### src/rtl/hoene_protocol_pkg.sv
// Shared definitions for the hoene serial link, used by both transmitter and receiver.
package hoene_protocol_pkg;

  // IDLE: wait for a byte | PREAMBLE: send sync pattern | DATA: payload bytes | GAP: quiet line
  typedef enum logic [1:0] {
    IDLE     = 2'd0,
    PREAMBLE = 2'd1,
    DATA     = 2'd2,
    GAP      = 2'd3
  } hoene_state_e;

  localparam logic [7:0] HOENE_PREAMBLE = 8'hAB;
  localparam int         BIT_CNT_W      = 3;
  localparam int         GAP_CNT_W      = 12;

  function automatic logic in_frame(input hoene_state_e s);
    return (s == PREAMBLE) || (s == DATA);
  endfunction

endpackage

### src/rtl/hoene_bit_timer.sv
// Bit-period divider: while enabled, strobes once every BIT_DIV cycles, first strobe BIT_DIV-1 cycles after enable.
module hoene_bit_timer #(
  parameter int BIT_DIV = 4
) (
  input  logic clk,
  input  logic rst_n,
  input  logic i_enable,
  output logic o_strobe
);

  localparam logic [7:0] LAST = 8'(BIT_DIV - 1);

  logic [7:0] r_cnt;

  always_ff @(posedge clk) begin
    if (!rst_n || !i_enable) begin
      r_cnt <= '0;
    end else if (r_cnt == LAST) begin
      r_cnt <= '0;
    end else begin
      r_cnt <= r_cnt + 8'd1;
    end
  end

  assign o_strobe = i_enable && (r_cnt == LAST);

endmodule

### src/rtl/hoene_protocol_tx.sv
// Hoene serial transmitter: sends 8'hAB preamble then back-to-back payload bytes MSB first,
// one bit per out_clk strobe, and closes each frame with an out_error resync pulse and a quiet gap.
module hoene_protocol_tx
  import hoene_protocol_pkg::*;
#(
  parameter int BIT_DIV  = 4,
  parameter int GAP_BITS = 4
) (
  input  logic       clk,
  input  logic       rst_n,
  input  logic [7:0] tx_data,
  input  logic       tx_valid,
  output logic       tx_ready,
  input  logic       tx_abort,
  output logic       out_data,
  output logic       out_clk,
  output logic       out_error,
  output logic       busy
);

  localparam int                   GAP_CYCLES = GAP_BITS * BIT_DIV;
  localparam logic [GAP_CNT_W-1:0] GAP_LAST   = GAP_CNT_W'(GAP_CYCLES - 1);

  hoene_state_e         r_state, w_state;
  logic                 r_hold_full, w_hold_full;
  logic [7:0]           r_hold, w_hold;
  logic [6:0]           r_shift, w_shift;
  logic [BIT_CNT_W-1:0] r_bit_cnt, w_bit_cnt;
  logic [GAP_CNT_W-1:0] r_gap_cnt, w_gap_cnt;
  logic                 r_out_data, w_out_data;
  logic                 r_out_clk, w_out_clk;
  logic                 r_out_error, w_out_error;
  logic                 w_accept;
  logic                 w_tick;

  hoene_bit_timer #(
    .BIT_DIV (BIT_DIV)
  ) u_bit_timer (
    .clk      (clk),
    .rst_n    (rst_n),
    .i_enable (in_frame(r_state)),
    .o_strobe (w_tick)
  );

  assign tx_ready  = rst_n && !r_hold_full;
  assign w_accept  = tx_valid && tx_ready;
  assign out_data  = r_out_data;
  assign out_clk   = r_out_clk;
  assign out_error = r_out_error;
  assign busy      = (r_state != IDLE);

  always_ff @(posedge clk) begin
    if (!rst_n) begin
      r_state     <= IDLE;
      r_hold_full <= 1'b0;
      r_hold      <= '0;
      r_shift     <= '0;
      r_bit_cnt   <= '0;
      r_gap_cnt   <= '0;
      r_out_data  <= 1'b0;
      r_out_clk   <= 1'b0;
      r_out_error <= 1'b0;
    end else begin
      r_state     <= w_state;
      r_hold_full <= w_hold_full;
      r_hold      <= w_hold;
      r_shift     <= w_shift;
      r_bit_cnt   <= w_bit_cnt;
      r_gap_cnt   <= w_gap_cnt;
      r_out_data  <= w_out_data;
      r_out_clk   <= w_out_clk;
      r_out_error <= w_out_error;
    end
  end

  // Line outputs are registered, so every decision below appears on the pins one cycle later.
  always_comb begin
    w_state     = r_state;
    w_hold_full = r_hold_full;
    w_hold      = r_hold;
    w_shift     = r_shift;
    w_bit_cnt   = r_bit_cnt;
    w_gap_cnt   = r_gap_cnt;
    w_out_data  = r_out_data;
    w_out_clk   = 1'b0;
    w_out_error = 1'b0;

    if (w_accept) begin
      w_hold_full = 1'b1;
      w_hold      = tx_data;
    end

    case (r_state)
      IDLE: begin
        w_out_data = 1'b0;
        if (r_hold_full) begin
          w_state    = PREAMBLE;
          w_shift    = HOENE_PREAMBLE[6:0];
          w_out_data = HOENE_PREAMBLE[7];
          w_out_clk  = 1'b1;
          w_bit_cnt  = '0;
        end
      end

      PREAMBLE, DATA: begin
        if (tx_abort) begin
          w_hold_full = 1'b0;
          w_out_error = 1'b1;
          w_out_data  = 1'b0;
          w_state     = GAP;
          w_gap_cnt   = GAP_LAST;
        end else if (w_tick) begin
          w_bit_cnt = r_bit_cnt + 3'd1;
          if (r_bit_cnt == 3'd7) begin
            if (r_hold_full) begin
              w_hold_full = 1'b0;
              w_shift     = r_hold[6:0];
              w_out_data  = r_hold[7];
              w_out_clk   = 1'b1;
              w_state     = DATA;
            end else begin
              w_out_data  = 1'b0;
              w_out_error = 1'b1;
              w_state     = GAP;
              w_gap_cnt   = GAP_LAST;
            end
          end else begin
            w_out_data = r_shift[6];
            w_shift    = {r_shift[5:0], 1'b0};
            w_out_clk  = 1'b1;
          end
        end
      end

      GAP: begin
        w_out_data = 1'b0;
        if (r_gap_cnt == '0) begin
          w_state = IDLE;
        end else begin
          w_gap_cnt = r_gap_cnt - 12'd1;
        end
      end

      default: begin
        w_state = IDLE;
      end
    endcase
  end

endmodule

### config.mk
export PLATFORM = sky130hd
export DESIGN_NAME = hoene_protocol_tx
export DESIGN_NICKNAME = d
export VERILOG_FILES = /design/src/rtl/hoene_protocol_pkg.sv /design/src/rtl/hoene_bit_timer.sv /design/src/rtl/hoene_protocol_tx.sv
export SDC_FILE = /design/constraint.sdc
export NUM_CORES = 1
export LEC_CHECK = 0
export ABC_AREA = 1
export BUFFER_PORTS_ARGS = -buffer_cell sky130_fd_sc_hd__buf_2
export CAP_MARGIN = 20
export CORE_MARGIN = 3
export CORE_UTILIZATION = 42
export DETAILED_ROUTE_END_ITERATION = 7
export PLACE_DENSITY_LB_ADDON = 0.12
export RECOVER_POWER = 25
export SLEW_MARGIN = 20
export SYNTH_ARGS = -nofsm -noshare
export SYNTH_HDL_FRONTEND = slang
export SYNTH_HIERARCHICAL = 1
export SYNTH_SLANG_ARGS = --single-unit
### constraint.sdc
create_clock -name clk -period 2.2 [get_ports clk]
set_input_delay 0 -clock clk [delete_from_list [all_inputs] [get_ports clk]]
set_output_delay 0 -clock clk [all_outputs]
set_load 0.05 [all_outputs]
# Word-level counts from Yosys, hierarchy flattened
# Index checks and enable logic that the tools add are counted.
# totals
ff_bits	44
word_cells	90
# op_classes
n_addsub	3
n_reduce_logical	20
muxes	43
eq_ne	14
# op_table
operator	count
$mux W12	5
$mux W7	5
$pmux W12 S2	1
$mux W1	19
$pmux W7 S2	1
$logic_not A12 Y1	1
$sub A12 B1 Y12 const B	1
$mux W2	5
$reduce_and A5 Y1	2
$mux W3	3
$ne A3 B3 Y1 const B	3
$add A8 B1 Y8 const B	1
$eq A8 B2 Y1 const B	1
$ne A2 B2 Y1 const B	4
$reduce_and A4 Y1	2
$pmux W2 S3	1
$pmux W3 S2	1
$reduce_bool A2 Y1	3
$eq A2 B2 Y1 const B	2
$reduce_or A2 Y1	2
$add A3 B1 Y3 const B	1
$eq A3 B3 Y1 const B	1
$logic_and A1 B1 Y1	3
$logic_not A1 Y1	3
other kinds (8)	9

# Longest topological paths before layout
# logic_depth
depth_word	9
depth_mapped	10
depth_no_buf	10

# Cells and area by module
# Netlist, hierarchy kept.
# by_module_without_submodules
module	area_per_inst_um2	cells_each	instances
hoene_protocol_tx	2008.2	300	1
hoene_bit_timer	417.9	60	1

# Worst setup path before layout
# No wires, ideal clock.
# synth_path
kind	flip-flop to flip-flop
from	reg r_state[0]
to	reg r_gap_cnt[4]
path_slack_ns	0.037
synth_period_minus_slack_ns	2.163
required_ns	2.090
t_arrival_ns	2.053
setup_time_ns	0.110
path_stages_with_launch	11
path_cell_list	dfxtp_1 > inv_1 > ha_1 > nor3b_1 > nand3_2 > a21oi_4 > nand2_4 > inv_4 > nand2_1 > nand2_1 > nor2_1
# synth_between
elab_chain_len	5
# synth_lines
element	line_no	rtl
from (decl)	hoene_protocol_tx.sv:24	hoene_state_e r_state, w_state;
from (signal assigned)	hoene_protocol_tx.sv:64	r_state <= w_state;
$eq A2 B1 Y1 / $eq A2 B2 Y1 (equally long branches)	hoene_protocol_pkg.sv:17	return (s == PREAMBLE) || (s == DATA);
$logic_or A1 B1 Y1 (*)	hoene_protocol_pkg.sv:17	
$logic_and A1 B1 Y1 (*)	hoene_bit_timer.sv:25	assign o_strobe = i_enable && (r_cnt == LAST);
named net w_tick	hoene_protocol_tx.sv:34	logic w_tick;
$ne A3 B2 Y1 (no line) (*)	-	
$reduce_and A5 Y1 (no line) (*)	-	
to (signal assigned)	hoene_protocol_tx.sv:69	r_gap_cnt <= w_gap_cnt;
to (decl)	hoene_protocol_tx.sv:29	logic [GAP_CNT_W-1:0] r_gap_cnt, w_gap_cnt;
# The timed path passes the listed nets; every way through them passes the cells marked *.
# A chain may end at the register's enable or synchronous reset.

# Final worst setup path
# layout_path
from	reg u_bit_timer.r_cnt[0]
to	reg r_gap_cnt[4]
# layout_between
elab_chain_len	4
# layout_lines
element	line_no	rtl
from (decl)	hoene_bit_timer.sv:13	logic [7:0] r_cnt;
from (signal assigned)	hoene_bit_timer.sv:21	r_cnt <= r_cnt + 8'd1;
$eq A8 B2 Y1	hoene_bit_timer.sv:25	
$logic_and A1 B1 Y1	hoene_bit_timer.sv:25	
named net w_tick	hoene_protocol_tx.sv:34	
$ne A3 B2 Y1 (no line)	-	
$reduce_and A5 Y1 (no line)	-	
# The timed path passes the listed nets, and every way through them passes these cells.

==> impl_metrics.ini <==
[yosys]
netlist_top_cells_area = dfxtp_1, nand2_1, nor2_1, inv_1, nand3_1
syn_nets = 382
syn_area_sq_um = 2430
synth.avg_cell_area_sq_um = 6.74
synth_top_area_share_pct = 36.3
synth-seq-area-share_pct = 36.3
synth_cell_types = 35
synth_seq_cells = 44
synth.largest_area_cell = dfxtp_1
syn_inst = 360
yosysWarnings = 6

[finish]
fin_nets = 415
drive_above_1_share_pct = 12.7
diodes = 0
syn_to_final_growth_pct = 15.5

[floorplan]
start_util_pct = 43.8
core_area_sq_um = 5540
io_pins = 17
floorplan.die.height_microns = 82
die_width_microns = 82
dieArea_sq_um = 6720
fp-row-count = 27

[clock_network]
clk_pin_slew_ns = 0.08
ctsHtreeMaxLevel = 2
clk_path_buf_depth = 2
clkSinkCount = 44
clk-insertion-delay-late_ns = 0.29
clockRootBuffer = clkbuf_8
cts_tree = built
post_cts_resized = 0
cts_buffers = 5

[pwr]
power_density_nw_per_um2 = 1350
vdd_ir_drop_max_mv = 0.644
p_leak_nw = 1.32

[place]
port_buffers = 16
gp_congestion = 0.883
dp_hpwl_mm = 3.66

[sta]
setup_viol = 0
finClkSkew_ns = 0.00879
min_period_ns = 2.04
timing.setup.tns_ns = 0
rsz0062_at_grt = false
slew_viol_final = 0
hold_viol_final = 0
fmax_mhz = 489
holdWs_ns = 0.0651
slew_headroom_pct = 60.2
fin_crit_sh_pct = 92.9
worst_pin_slew_ns = 0.600

[grt]
grt_usage_pct = 17.1
antenna_found_initial = 0
grt_pass1_wl_mm = 9.01
grt_max_degree = 29
overflow = 0
grt_pass1_vias = 2030

[drt]
wl_per_cell_microns = 11.2
route.detailed.drc = 0
viasPerCell = 4.78
ant_nets = 0
drt-total-wl_mm = 5.19
drt-pass1-iter-count = 4
vias = 2223
drtIter0Drc = 100

[critical_path]
cp_max_fo = 10
crit_required_ns = 2.40
crit_path_end_kind = flip-flop
cp.arrival_ns = 2.24
crit_type = reg -> reg
start_kind = flip-flop

[outcome]
status = finished clean

[job]
max_cap_viol_count = 0

[hold_path]
hp-class = in -> reg
registers in the layout (all words and copies together), names as in the netlist:
| name | count |
|---|---|
| out_clk | 1 |
| r_bit_cnt | 3 |
| u_bit_timer/r_cnt | 8 |
| r_gap_cnt | 12 |
| r_shift | 7 |
| out_error | 1 |
| r_state | 2 |
| out_data | 1 |
| r_hold_full | 1 |
| r_hold | 8 |
layout by cell type (no fill, tap or decap), types with 2 or more instances in the layout:
master,instances
dfxtp_1,44
dlygate4sd3_1,8
nand2_1,95
ha_1,10
buf_2,12
o21ai_1,3
a21oi_1,19
o21ai_0,15
nand3_2,4
nand3_1,30
clkbuf_8,7
nor2_1,52
xor2_1,2
clkbuf_1,4
nor2_4,3
nand3b_1,3
nor2_2,5
inv_1,45
inv_2,2
buf_4,8
inv_4,2
nor3_1,5
through the flow:
step / power (mW) / cell area, sq um / setup slack [ns] / instances / utilization, %
final: 3.79 / 2800 / 0.157 / 465 / 50.6
after global routing: 4.17 / 2800 / 0.00779 / 465 / 50.6
after CTS: 3.68 / 2760 / 0.0785 / 460 / 49.8
after detailed placement: 3.10 / 2580 / 0.111 / 445 / 46.6
after global placement: 3.12 / 2580 / 0.144 / 445 / 46.6
after floorplan: 2.73 / 2430 / 0.0368 / 360 / -
path summary, 6_finish.rpt:
check                  startpoint           end  slack [ns]  cells after the start
max          u_bit_timer/r_cnt[0]  r_gap_cnt[4]        0.16                     12
max reg2reg  u_bit_timer/r_cnt[0]  r_gap_cnt[4]        0.16                     12
min reg2reg             r_hold[2]     r_hold[2]        0.47                      2
min                      tx_abort     out_error        0.07                      3
metal layers:
layer	GRT usage, %	vias to the layer above	part of all wire (%)
met5	0	-	0
met4	6.15	0	1.2
li1	-	1201	-
met2	28.3	47	47
met3	3.07	4	3.7
met1	22.1	971	48
synthesized netlist by cell type:
library cell and n:
ha_1 10, nand3_2 4, dfxtp_1 44, nand2_2 2, xnor2_1 1, nor3b_1 1, xor2_1 2, buf_4 1
o21ai_0 15, a31oi_1 1, nor2_2 5, nand2_1 94, o21ai_1 3, and2_1 1, o211a_1 1, nand2_4 1
a211oi_1 1, or2_2 1, a21oi_2 1, a21oi_1 19, nand4_1 1, inv_2 3, inv_1 44, buf_2 4
nor2_4 3, inv_4 2, buf_6 1, a32oi_1 1, nand3_1 30, buf_1 1, a21oi_4 1, nor2_1 52
nor3_1 5, nand3b_1 3, o21bai_4 1
power by group:
| part | internal (mW) | leakage [nW] | switching [mW] |
|---|---|---|---|
| sequential | 1.00 | 0.359 | 0.153 |
| combinational | 0.782 | 0.912 | 1.31 |
| clock | 0.280 | 0.0503 | 0.265 |
| total | 2.06 | 1.32 | 1.73 |
area by class of cell:
class / instances / area (sq um)
clock buffers: 7 / 96.3
fillers: 556 / 2740
inverters: 49 / 189
multi-input cells: 260 / 1310
flip-flops and latches: 44 / 881
well taps: 72 / 90.1
repair buffers: 33 / 235
cell families after synthesis:
logic type,Yosys count,share of synthesized area [%]
simple gates,203,37.1
buf+inv,56,9.54
compound gates,44,10.8
flops,44,36.3
fa+ha+maj,10,5.16
xor+xnor,3,1.08
what timing repair did:
action,CTS,global route
buffers inserted,0,5
endpoints found under the hold margin,8,0
hold buffers,8,0
endpoints found under the setup margin,0,13
critical path: stages, from the launching register on:
cell     delay (ns)
dfxtp_1        0.38
ha_1           0.23
nand3_2        0.15
nor3b_1        0.22
buf_4          0.18
nand3_2        0.10
a21oi_4        0.20
buf_12         0.15
nand2_4        0.09
inv_4          0.10
nand2_1        0.06
nand2_1        0.06
nor2_1         0.04
No activity file was read; power rests on OpenSTA's default activity.
